## src/rtl/div_restore.sv

```systemverilog
// Iterative restoring divider with valid/ready on both sides: one quotient bit per cycle.
// Optional signed mode is compiled in with DIV_SIGNED_EN (adds sign_op and a sign-fix cycle).
module div_restore #(
  parameter  int WIDTH = 32,
  localparam int CNT_W = $clog2(WIDTH + 1)
) (
  input  logic             clk,
  input  logic             rst_n,
  input  logic             in_valid,
  output logic             in_ready,
  input  logic [WIDTH-1:0] dividend,
  input  logic [WIDTH-1:0] divisor,
  output logic             out_valid,
  input  logic             out_ready,
  output logic [WIDTH-1:0] quotient,
  output logic [WIDTH-1:0] remainder,
  output logic             div_by_zero,
`ifdef DIV_SIGNED_EN
  input  logic             sign_op,
`endif
  output logic             busy
);

  // state | meaning
  // IDLE  | waiting for operands (in_ready once out of reset)
  // CALC  | one trial subtraction per cycle, counter counts down from WIDTH
  // FIX   | signed mode only: negate quotient/remainder magnitudes as needed
  // DONE  | result presented, held until out_ready
  typedef enum logic [1:0] {IDLE = 2'd0, CALC = 2'd1, DONE = 2'd2, FIX = 2'd3} state_t;

  state_t           state, state_nxt;
  logic             rdy_q;
  logic [WIDTH-1:0] q_reg, rem_reg, dvs_reg;
  logic [CNT_W-1:0] cnt;
  logic             dbz_reg;
  logic [WIDTH-1:0] dvd_mag, dvs_mag;
  logic [WIDTH:0]   shifted, trial;
  logic             accept;
  state_t           calc_exit;

`ifdef DIV_SIGNED_EN
  logic sgn, q_neg, r_neg;

  always_comb begin
    dvd_mag   = (sign_op && dividend[WIDTH-1]) ? -dividend : dividend;
    dvs_mag   = (sign_op && divisor[WIDTH-1])  ? -divisor  : divisor;
    calc_exit = sgn ? FIX : DONE;
  end
`else
  always_comb begin
    dvd_mag   = dividend;
    dvs_mag   = divisor;
    calc_exit = DONE;
  end
`endif

  // Partial remainder is always below the divisor, so WIDTH+1 bits hold the shifted value.
  assign shifted = {rem_reg, q_reg[WIDTH-1]};
  assign trial   = shifted - {1'b0, dvs_reg};
  assign accept  = in_valid && in_ready;

  always_ff @(posedge clk or negedge rst_n) begin
    if (!rst_n) state <= IDLE;
    else        state <= state_nxt;
  end

  always_comb begin
    state_nxt = state;
    in_ready  = 1'b0;
    out_valid = 1'b0;
    busy      = 1'b0;
    case (state)
      IDLE: begin
        in_ready = rdy_q;
        if (in_valid && rdy_q) state_nxt = (divisor == '0) ? DONE : CALC;
      end
      CALC: begin
        busy = 1'b1;
        if (cnt == CNT_W'(1)) state_nxt = calc_exit;
      end
      FIX: begin
        busy      = 1'b1;
        state_nxt = DONE;
      end
      DONE: begin
        busy      = 1'b1;
        out_valid = 1'b1;
        if (out_ready) state_nxt = IDLE;
      end
      default: state_nxt = IDLE;
    endcase
  end

  always_ff @(posedge clk or negedge rst_n) begin
    if (!rst_n) begin
      rdy_q   <= 1'b0;
      q_reg   <= '0;
      rem_reg <= '0;
      dvs_reg <= '0;
      cnt     <= '0;
      dbz_reg <= 1'b0;
`ifdef DIV_SIGNED_EN
      sgn     <= 1'b0;
      q_neg   <= 1'b0;
      r_neg   <= 1'b0;
`endif
    end else begin
      rdy_q <= 1'b1;
      case (state)
        IDLE: begin
          if (accept) begin
            dvs_reg <= dvs_mag;
`ifdef DIV_SIGNED_EN
            sgn   <= sign_op;
            q_neg <= sign_op && (dividend[WIDTH-1] ^ divisor[WIDTH-1]);
            r_neg <= sign_op && dividend[WIDTH-1];
`endif
            if (divisor == '0) begin
              q_reg   <= '1;
              rem_reg <= dividend;
              cnt     <= '0;
              dbz_reg <= 1'b1;
            end else begin
              q_reg   <= dvd_mag;
              rem_reg <= '0;
              cnt     <= CNT_W'(WIDTH);
              dbz_reg <= 1'b0;
            end
          end
        end
        CALC: begin
          cnt     <= cnt - CNT_W'(1);
          q_reg   <= {q_reg[WIDTH-2:0], ~trial[WIDTH]};
          rem_reg <= trial[WIDTH] ? shifted[WIDTH-1:0] : trial[WIDTH-1:0];
        end
`ifdef DIV_SIGNED_EN
        FIX: begin
          if (q_neg) q_reg   <= -q_reg;
          if (r_neg) rem_reg <= -rem_reg;
        end
`endif
        default: ;
      endcase
    end
  end

  assign quotient    = q_reg;
  assign remainder   = rem_reg;
  assign div_by_zero = dbz_reg;

endmodule

```

## config.mk

```make
export PLATFORM = sky130hd
export DESIGN_NAME = div_restore
export DESIGN_NICKNAME = d
export VERILOG_FILES = /design/src/rtl/div_restore.sv
export SDC_FILE = /design/constraint.sdc
export NUM_CORES = 1
export LEC_CHECK = 0
export ABC_CLOCK_PERIOD_IN_PS = 2910
export CAP_MARGIN = 40
export CORE_UTILIZATION = 48
export CTS_CLUSTER_SIZE = 12
export DETAILED_ROUTE_END_ITERATION = 7
export HOLD_SLACK_MARGIN = 0.08
export PLACE_DENSITY = 0.86
export SLEW_MARGIN = 20
export SYNTH_ARGS = -nofsm -noshare
export SYNTH_HDL_FRONTEND = slang
export SYNTH_SLANG_ARGS = --single-unit
```

## constraint.sdc

```tcl
create_clock -name clk -period 2.91 [get_ports clk]
set_input_delay 0.4365 -clock clk [delete_from_list [all_inputs] [get_ports clk]]
set_output_delay 0.4365 -clock clk [all_outputs]
set_load 0.1 [all_outputs]
```

Word level (Yosys, flattened, before mapping)
Cells that the tools add are included.

word-level totals
  bits in registers = 106
  word-level logic and storage cells = 46
  input bits = 68
  output and inout port bits = 68

operators by class
  add/subtract/negate cells = 2
  reductions and logical operators = 9
  mux-type cells = 19
  bitwise logic cells = 1
  equality and inequality tests = 8

operator list
  cell                                                                    number
  32-bit 2-to-1 mux                                                       5
  32-bit one-hot mux with 2 select lines                                  2
  33-bit by 32-bit subtractor with 33-bit output                          1
  32-bit logical NOT                                                      1
  6-bit 2-to-1 mux                                                        2
  6-bit one-hot mux with 2 select lines                                   1
  2-bit 2-to-1 mux                                                        4
  2-bit inequality test (second input constant)                           4
  2-bit one-hot mux with 4 select lines                                   1
  6-bit by 1-bit equality test with 1-bit output (second input constant)  1
  6-bit by 1-bit subtractor with 6-bit output (second input constant)     1
  2-bit equality test (second input constant)                             2
  1-bit 2-to-1 mux                                                        4
  2-bit AND reduction                                                     2
  3-bit AND reduction                                                     1
  3-bit OR reduction                                                      1
  2-bit by 1-bit equality test with 1-bit output (second input constant)  1
  1-bit logical AND                                                       2
  2-bit logical NOT                                                       1
  2-bit nonzero test                                                      1
  1-bit inverter                                                          1

Logic depth before layout (Yosys ltp)
Gate-level depths: netlist of the first run.

  word-level depth = 5
  mapped depth = 13
  mapped depth without buffers = 12

Worst setup path before layout of the first run
Ideal clock, no wire load.

  kind = register to register
  start = register q_reg[31], in the netlist quotient[31]
  end = register rem_reg[10], in the netlist remainder[10]
  buffers on the path = 1
  path slack = -0.765 ns
  cell stages (with the launch flop) = 14
  data arrival time = 3.538 ns
  path through = dfrtp_1 -> inv_1 -> ha_1 -> fa_1 -> nand2b_1 -> a21o_1 -> a31o_1 -> o31a_1 -> a21oi_4 -> o2111ai_2 -> nand3_4 -> buf_8 -> mux2i_1 -> a21oi_1

between the ends
  cells in the longest elaborated chain, start to end = 3

ends and longest elaborated chain
  what                                            line  source
  start, declared                                 33    logic [WIDTH-1:0] q_reg, rem_reg, dvs_reg;
  start signal, assigned                          124   q_reg <= dvd_mag;
  start signal, assigned                          133   q_reg <= {q_reg[WIDTH-2:0], ~trial[WIDTH]};
  33-bit by 32-bit subtractor with 33-bit output  59    assign trial = shifted - {1'b0, dvs_reg};
  32-bit 2-to-1 mux                               134   rem_reg <= trial[WIDTH] ? shifted[WIDTH-1:0] : trial[WIDTH-1:0];
  32-bit one-hot mux with 2 select lines          109   case (state)
  end signal, assigned                            120   rem_reg <= dividend;
  end signal, assigned                            134
  end, declared                                   33

No other way between the ends.
A chain may end at the register's enable or synchronous reset.

Worst setup path after layout of the first run
  start = register dvs_reg[27]
  end = register rem_reg[17], in the netlist remainder[17]

between the ends
  cells in the longest elaborated chain, start to end = 3

ends and longest elaborated chain
  what                                            line  source
  start, declared                                 33
  start signal, assigned                          112   dvs_reg <= dvs_mag;
  33-bit by 32-bit subtractor with 33-bit output  59
  32-bit 2-to-1 mux                               134
  32-bit one-hot mux with 2 select lines          109

No other way between the ends.

==> results.json, run 1 <==
{
  "status": "finished with violations",
  "violations": "negative setup slack",
  "rows": 43,
  "worst-path-max-fanout": 5,
  "dr.pass1.iters": 5,
  "ant_nets": 0,
  "worstSetupPathType": "register to register",
  "place.gp.congestion": 0.935,
  "routed_wl_um": 21800,
  "setup_violations": 17,
  "seq_area_frac_synth_pct": 37.9,
  "avgSynthCellArea_sq_um": 8.41,
  "numCtsBuffers": 9,
  "first_iter_violations": 491,
  "worstSkewPairLatency_ps": 360,
  "track_usage_pct": 29.2,
  "n_antenna_cell": 0,
  "die_h_um": 123,
  "grt_max_degree": 82,
  "timing.fmax_mhz": 334,
  "finClkSkew_ps": 11.2,
  "clk_path_buf_depth": 2,
  "drc": 0,
  "syn-num-nets": 934,
  "slew_viol_final": 0,
  "area_delta_synth_final_pct": 37.3,
  "min_period_ps": 2990,
  "hold_viol_final": 0,
  "worst_slack_ps": -82.7,
  "io_buffers": 135,
  "utilization_pct": 68.4,
  "cts_root_buf": "clkbuf_16",
  "synth.cell_area_sq_um": 6990,
  "cp.required_ps": 3140,
  "synth_seq_cells": 106,
  "synth_cells": 831,
  "htreeDepth": 3,
  "initial_core_util_pct": 49.8,
  "viasPerCell": 5.91,
  "fill_cells": 1048,
  "yosysWarnings": 0,
  "worst-slew-pin-transition_ps": 586,
  "rsz0062_at_grt": "yes",
  "crit_arrival_ps": 3220,
  "max-slew-margin-rel_pct": 60.9,
  "drive_gt1_share_pct": 24.2,
  "die_area_sq_um": 15100,
  "drv_cap": 0,
  "cts_tree": "yes",
  "cts_num_sinks": 106,
  "hold_class": "input pin to async pin",
  "design.portCount": 136,
  "fin_crit_sh_pct": 103,
  "cp-start-kind": "register",
  "grt_pass1_vias": 6619,
  "ys_async_sr_fraction_pct": 100,
  "clkTransAtPathRegs_ps": 70,
  "antenna_found_initial": 0,
  "grt_pass1_wl_um": 34000,
  "ys.flop_type": "dfrtp_1",
  "wl_per_cell_um": 18.3,
  "core_area_sq_um": 14000,
  "dp.final_hpwl_um": 15600,
  "synth-edff-count": 0,
  "die_x_um": 123,
  "ys_types": 64,
  "postCtsHoldBufs": 0,
  "fin_nets": 1111,
  "grt_overflow": 0,
  "num_vias": 7052,
  "end_kind": "register"
}
-- layout by cell type (no fill, tap or decap), types with 12 or more instances in the layout --
cell type,n
nand2_1,105
nand3_1,13
a21oi_1,55
a211oi_1,26
o31ai_1,31
nor4_1,12
mux2i_1,25
clkdlybuf4s50_1,66
dfrtp_2,23
buf_4,145
ha_1,31
buf_12,12
dfrtp_1,78
nor3_1,37
o21ai_0,47
inv_1,44
a21o_1,18
and3_1,27
xnor2_1,20
nor2_1,54
-- worst max-delay path, cell delays in order, from the launching register on --
cell,delay [ps]
dfrtp_1,360
inv_1,90
ha_2,320
buf_4,170
nand2_1,140
nor4_4,60
a211o_1,280
o21bai_2,220
o41a_4,490
nand3_4,160
buf_4,160
clkbuf_16,130
mux2i_1,180
a21oi_1,90
-- cell usage after synthesis (all sizes together), types with 27 or more instances --
master | instances | area [sq um]
dfrtp | 106 | 2650
o21ai | 52 | 260
a21oi | 62 | 325
and3 | 27 | 169
ha | 34 | 425
nor3 | 38 | 190
nor2 | 56 | 210
inv | 46 | 173
o31ai | 31 | 233
nand2 | 105 | 394
a211oi | 28 | 210
clkbuf | 52 | 195
-- through the flow --
step	worst slack, ps	hold slack (ps)	instances	setup TNS [ps]	instance area [sq um]
6_report	-82.7	69.1	1193	-964	9600
3_3_place_gp	30.2	468	1163	0	8950
5_1_grt	-189	112	1193	-3450	9600
3_5_place_dp	-46.1	469	1163	-248	8950
4_1_cts	-64.0	86.3	1184	-496	9390
2_1_floorplan	-201	141	831	-5360	7080
-- timing repair --
action | CTS | global route
endpoints found under the setup margin | 19 | 33
resized for setup | 7 | 22
buffers inserted | 5 | 6
cloned | 1 | 2
pin swaps | 4 | 12
-- kinds of logic after synthesis --
kind of cell,share of synthesized area [%]
AOI/OAI and AO/OA,22.2
xor gates and xnor gates,3.51
adders and majority gates,6.37
buffers and inverters,6.44
DFF,37.9
muxes,3.72
other,0.0536
and+or+nand+nor,19.8
-- cell type report --
class	count	area [sq um]	area share, %
flip-flops and latches	106	2700	28.1
clock buffers	11	243	2.53
well taps	180	225	2.35
repair buffers	227	2080	21.6
multi-input cells	618	4080	42.4
inverters	46	173	1.80
clock inverters	5	108	1.12
-- worst paths after layout --
path                                         startpoint  depth (start not counted)                         to  slack (ps)
worst max-delay path            dvs_reg[27]$_DFFE_PN0P_                         13  remainder[17]$_DFFE_PN0P_         -80
worst min-delay path                              rst_n                          1    quotient[8]$_DFFE_PN0P_          70
worst max register to register  dvs_reg[27]$_DFFE_PN0P_                         13  remainder[17]$_DFFE_PN0P_         -80
worst min register to register  div_by_zero$_DFFE_PN0P_                          2    div_by_zero$_DFFE_PN0P_         490
max in group asynchronous                         rst_n                          2  remainder[25]$_DFFE_PN0P_        2070
min in group clk                div_by_zero$_DFFE_PN0P_                          2    div_by_zero$_DFFE_PN0P_         490
-- layer usage --
metal	global-route usage, %	wire length, um
met5	0	0
met4	13.6	858
met3	4.93	1490
met2	44.2	9740
met1	40.8	9690
Power of run 1 is left out: the tool's default activity adds up to more than one toggle a clock period on the data nets, which glitch-free logic cannot reach.
==> run 2, diff against run 1 <==
--- a/config.mk
+++ b/config.mk
@@ -7,11 +7,11 @@
 export LEC_CHECK = 0
 export ABC_CLOCK_PERIOD_IN_PS = 2910
 export CAP_MARGIN = 40
-export CORE_UTILIZATION = 48
+export CORE_UTILIZATION = 40
 export CTS_CLUSTER_SIZE = 12
 export DETAILED_ROUTE_END_ITERATION = 7
 export HOLD_SLACK_MARGIN = 0.08
-export PLACE_DENSITY = 0.86
+export PLACE_DENSITY = 0.75
 export SLEW_MARGIN = 20
 export SYNTH_ARGS = -nofsm -noshare
 export SYNTH_HDL_FRONTEND = slang
==> run 2 against run 1 <==
The run still ends with negative setup slack left. Maximum frequency grew 1.5%. First-iteration DRC count grew 5.3%. Global-route usage shrank 5.0 points. Critical path depth grew 1. Flip-flop and latch count is the same. Via count shrank 3.6%. Sequential share of layout area grew 0.59 points. Clock skew shrank 3.2 ps. Wire length shrank 3.1%. Core utilization shrank 12 points. Die area grew 20%. Clock-buffer cell count shrank 1. Critical endpoint is now remainder[9]$_DFFE_PN0P_. Largest cell class unchanged.
==> results.json, run 2 (synthesized netlist as in run 1, its figures left out) <==
{
  "status": "finished with violations",
  "violations": "negative setup slack",
  "utilization_pct": 55.9,
  "hold_viol_final": 0,
  "mostFrequentLayoutCells": "buf_4, nand2_1, dfrtp_1, clkdlybuf4s50_1, a21oi_1",
  "dr_wl_met2_um": 8930,
  "track_usage_pct": 24.3,
  "numCtsBuffers": 9,
  "top_layer_used": "met4",
  "cp.required_ps": 3130,
  "first_iter_violations": 517,
  "drv_cap": 0,
  "end_kind": "register",
  "io_buffers": 135,
  "crit_arrival_ps": 3170,
  "area_delta_synth_final_pct": 34.5,
  "slowest_delay_ps": 410,
  "clk_path_buf_depth": 2,
  "cp-start-kind": "register",
  "wl_per_cell_um": 17.1,
  "worst-path-max-fanout": 8,
  "clkTransAtPathRegs_ps": 70,
  "initial_core_util_pct": 41.6,
  "drt-met1-wl_um": 10200,
  "postCtsHoldBufs": 0,
  "path_cells": "inv_2, ha_4, fa_2, nand2b_4, a21o_1, a31o_1, o31a_1, a21oi_4, o2111ai_4, nand3_4, buf_6, buf_12, mux2i_1, a21oi_1",
  "die_area_sq_um": 18000,
  "n_antenna_cell": 0,
  "max-slew-margin-rel_pct": 55.0,
  "r2r_slack_ps": -40,
  "grt_overflow": 0,
  "core_area_sq_um": 16800,
  "rows": 47,
  "num_vias": 6795,
  "layout_commonest_cell": "buf_4",
  "min_period_ps": 2950,
  "setup_violations": 16,
  "timing.fmax_mhz": 339,
  "finClkSkew_ps": 8.00,
  "grt_max_degree": 62,
  "fin_crit_sh_pct": 101,
  "grt_pass1_vias": 6513,
  "ff2ff_path_depth": 14,
  "cts_tree": "yes",
  "die_x_um": 134,
  "r2r-end": "remainder[9]$_DFFE_PN0P_",
  "hold_class": "input pin to async pin",
  "worst_slack_ps": -37.7,
  "fin_nets": 1110,
  "r2r_start": "quotient[31]$_DFFE_PN0P_",
  "slew_viol_final": 0,
  "grt_pass1_wl_um": 34400,
  "worstSkewPairLatency_ps": 360,
  "routed_wl_um": 21100,
  "worstSetupPathType": "register to register",
  "drc": 0,
  "htreeDepth": 3,
  "ant_nets": 0,
  "viasPerCell": 5.52,
  "wl_met3_um": 1480,
  "rsz0062_at_grt": "yes",
  "antenna_found_initial": 0,
  "die_h_um": 134,
  "dp.final_hpwl_um": 15900,
  "path_delay_family": "compound AO/OA/AOI/OAI gates",
  "cp_slowest_cell": "dfrtp_4",
  "cts_root_buf": "clkbuf_16",
  "pre_cts_ws_ps": -67.3,
  "dr.pass1.iters": 5,
  "place.gp.congestion": 0.944,
  "worst-slew-pin-transition_ps": 675,
  "drive_gt1_share_pct": 22.6,
  "design.portCount": 136,
  "cts_num_sinks": 106,
  "crit_buf_inv": 3
}
==> run 2: cell count changes in the layout (fill, tap and decap cells not counted), sizes merged <==
cell,previous run,this run
inv,48,47
clkbuf,13,10
clkinvlp,0,3
bufinv,3,0
clkinv,0,2
nand3,15,16
==> run 2: worst register-to-register path, cell delays in order (launching register included) <==
cell	delay [ps]
dfrtp_4	410
inv_2	50
ha_4	150
fa_2	340
nand2b_4	150
a21o_1	170
a31o_1	190
o31a_1	320
a21oi_4	200
o2111ai_4	150
nand3_4	140
buf_6	130
buf_12	130
mux2i_1	200
a21oi_1	80
==> run 2: area by class of cell <==
class                      count  area [sq um]
sequential                   106          2700
inverter                      46           173
clock buffer                  10           239
clock inverter                 6          41.3
tap                          220           275
fill                        1523          7420
multi-input combinational    619          4010
timing repair buffer         225          1970
==> run 2: per-stage QoR <==
stage / hold WS (ps) / setup TNS, ps / std cells / instance area (sq um)
after floorplan: 141 / -5360 / 831 / 7080
after global placement: 471 / -11.8 / 1207 / 8950
after detailed placement: 468 / -1110 / 1207 / 8950
after CTS: 134 / -354 / 1230 / 9340
after global routing: 165 / -4080 / 1232 / 9400
final: 107 / -183 / 1232 / 9400
==> run 2: how the worst max path moves through the flow <==
stage / startpoint / endpoint / slack (ps) / depth (start not counted)
2_1_floorplan: quotient[31]$_DFFE_PN0P_ / remainder[0]$_DFFE_PN0P_ / -200 / 13
3_3_place_gp: quotient[31]$_DFFE_PN0P_ / remainder[25]$_DFFE_PN0P_ / -10 / 13
3_5_place_dp: quotient[31]$_DFFE_PN0P_ / remainder[23]$_DFFE_PN0P_ / -70 / 13
4_1_cts: quotient[31]$_DFFE_PN0P_ / remainder[9]$_DFFE_PN0P_ / -30 / 14
5_1_grt: quotient[31]$_DFFE_PN0P_ / remainder[11]$_DFFE_PN0P_ / -180 / 14
6_report: quotient[31]$_DFFE_PN0P_ / remainder[9]$_DFFE_PN0P_ / -40 / 14
==> run 2: per-layer routing <==
layer	vias to the layer above	GRT usage (%)
met4	0	8.49
met3	29	5.33
li1	3329	-
met1	3210	35.5
met5	-	0
met2	227	35.0
==> run 2: what timing repair did <==
action / CTS / global route
gates resized for setup: 6 / 8
endpoints found under the setup margin: 24 / 32
pin swaps: 3 / 5
gates cloned: 2 / 0
buffers inserted: 5 / 1
Power of run 2 is left out for the same reason.
==> run 3, diff against run 2 <==
--- a/config.mk
+++ b/config.mk
@@ -5,7 +5,7 @@
 export SDC_FILE = /design/constraint.sdc
 export NUM_CORES = 1
 export LEC_CHECK = 0
-export ABC_CLOCK_PERIOD_IN_PS = 2910
+export ABC_CLOCK_PERIOD_IN_PS = 2700
 export CAP_MARGIN = 40
 export CORE_UTILIZATION = 40
 export CTS_CLUSTER_SIZE = 12
==> constraint.sdc (replaced) <==
create_clock -name clk -period 2.7 [get_ports clk]
set_input_delay 0.405 -clock clk [delete_from_list [all_inputs] [get_ports clk]]
set_output_delay 0.405 -clock clk [all_outputs]
set_load 0.1 [all_outputs]
==> run 3 against run 2 <==
Sequential share of layout area decreased by 1.1 points. Non-clock buffer count rose by 38. Worst hold slack gained 410 ps. Highest routed layer unchanged. Die area did not move. Global-route usage up 1.0 points. Critical endpoint is now remainder[1]$_DFFE_PN0P_. The flow still finishes with violations (negative setup slack). Wire length up 4.0%. Via count grew 3.1%. Clock-buffer cell count up 2. Cell count rose by 3.0%. Clock skew rose by 5.8 ps.
==> results.json, run 3 (synthesized netlist as in run 1, its figures left out) <==
{
  "tns_ps": -6490,
  "crit_arrival_ps": 3240,
  "die_h_um": 134,
  "fin_nets": 1147,
  "worst_slack_ps": -260,
  "mostFrequentLayoutCells": "buf_4, nand2_1, dfrtp_1, clkdlybuf4s50_1, a21oi_1",
  "num_vias": 7007,
  "die_area_sq_um": 18000,
  "grt_max_degree": 97,
  "grt_pass1_wl_um": 35600,
  "stdcell_count": 1269,
  "placed_area_sq_um": 9230,
  "utilization_pct": 58.2,
  "drv_cap": 0,
  "drive_gt1_share_pct": 26.2,
  "grt_pass1_vias": 6865,
  "viasPerCell": 5.52,
  "final_area_sq_um": 9790,
  "slew_viol_final": 0,
  "htreeDepth": 3,
  "r2r-end": "remainder[1]$_DFFE_PN0P_",
  "min_to": "div_by_zero$_DFFE_PN0P_",
  "initial_core_util_pct": 41.6,
  "r2r_slack_ps": -260,
  "fin_crit_sh_pct": 110,
  "dp_cells": 1242,
  "r2r_start": "quotient[31]$_DFFE_PN0P_",
  "worstSkewPairLatency_ps": 360,
  "min_period_ps": 2960,
  "ff2ff_path_depth": 13,
  "dp.final_hpwl_um": 16300,
  "io_buffers": 135,
  "track_usage_pct": 25.3,
  "area_delta_synth_final_pct": 40.0,
  "status": "finished with violations",
  "drc": 0,
  "rsz0062_at_grt": "yes",
  "cp-start-kind": "register",
  "setup_violations": 33,
  "max-slew-margin-rel_pct": 58.2,
  "cts_tree": "yes",
  "wl_per_cell_um": 17.3,
  "finClkSkew_ps": 13.8,
  "routed_wl_um": 21900,
  "worstSetupPathType": "register to register",
  "min-delay-start": "div_by_zero$_DFFE_PN0P_",
  "cts_root_buf": "clkbuf_16",
  "clkTransAtPathRegs_ps": 70,
  "hold_viol_final": 0,
  "layout_commonest_cell": "buf_4",
  "grt_overflow": 0,
  "design.portCount": 136,
  "core_area_sq_um": 16800,
  "worst-path-max-fanout": 16,
  "clk_path_buf_depth": 2,
  "violations": "negative setup slack",
  "timing.fmax_mhz": 338,
  "die_x_um": 134,
  "first_iter_violations": 450,
  "ant_nets": 0,
  "dr.pass1.iters": 7,
  "holdPathStages": 2,
  "numCtsBuffers": 9,
  "antenna_found_initial": 0,
  "n_antenna_cell": 0,
  "hold_class": "register to register",
  "cts_num_sinks": 106,
  "worst-slew-pin-transition_ps": 628,
  "place.gp.congestion": 0.925,
  "cp.required_ps": 2980,
  "end_kind": "register",
  "rows": 47
}
-- run 3: cell count changes in the layout (fill, tap and decap cells not counted), sizes merged --
cell,before,now
clkbuf,10,12
clkinvlp,3,1
buf,159,196
dlygate4sd3,0,1
nand3,16,15
-- run 3: final cells by class --
| type | count | area [sq um] |
|---|---|---|
| fill | 1511 | 7030 |
| clock inverter | 4 | 26.3 |
| tap | 220 | 275 |
| sequential | 106 | 2700 |
| timing repair buffer | 263 | 2280 |
| inverter | 46 | 175 |
| clock buffer | 12 | 246 |
| multi-input combinational | 618 | 4090 |
-- run 3: worst max path at each step --
| stage | slack [ps] | end | from | cells after the start |
|---|---|---|---|---|
| after floorplan | -410 | remainder[0]$_DFFE_PN0P_ | quotient[31]$_DFFE_PN0P_ | 13 |
| after global placement | -180 | remainder[27]$_DFFE_PN0P_ | quotient[31]$_DFFE_PN0P_ | 13 |
| after detailed placement | -250 | remainder[1]$_DFFE_PN0P_ | quotient[31]$_DFFE_PN0P_ | 13 |
| after CTS | -250 | remainder[1]$_DFFE_PN0P_ | quotient[31]$_DFFE_PN0P_ | 13 |
| after global routing | -350 | remainder[17]$_DFFE_PN0P_ | quotient[31]$_DFFE_PN0P_ | 14 |
| final | -260 | remainder[1]$_DFFE_PN0P_ | quotient[31]$_DFFE_PN0P_ | 13 |
-- run 3: worst max-delay path: stages (launching register included) --
cell and delay [ps]:
dfrtp_4 430, inv_4 40, ha_4 150, fa_2 330, nand2b_4 150, a21o_1 170, a31o_1 200, o31a_1 290
a21oi_4 190, o41a_4 190, nand3_4 130, buf_12 200, or2_1 230, a31oi_1 170
-- run 3: through the flow --
stage / setup slack [ps] / hold WS, ps
after floorplan: -411 / 109
after global placement: -175 / 464
after detailed placement: -249 / 465
after CTS: -252 / 513
after global routing: -348 / 548
final: -260 / 514
-- run 3: timing repair --
item	CTS	global route
pin swaps	4	5
hold buffers	1	0
gates cloned	2	0
setup endpoints to repair	33	33
resized for setup	13	15
setup buffers	4	3
endpoints found under the hold margin	13	0
-- run 3: metal layers --
metal  up-vias  track usage, %  wire length (um)  part of all wire, %
li1       3403               -                 -                    -
met1      3305            35.4             10200                   47
met2       250            37.3              9490                   43
met3        49            4.65              1400                  6.4
met4         0            12.4               808                  3.7
met5         -               0                 0                    0
Power of run 3 is left out for the same reason.
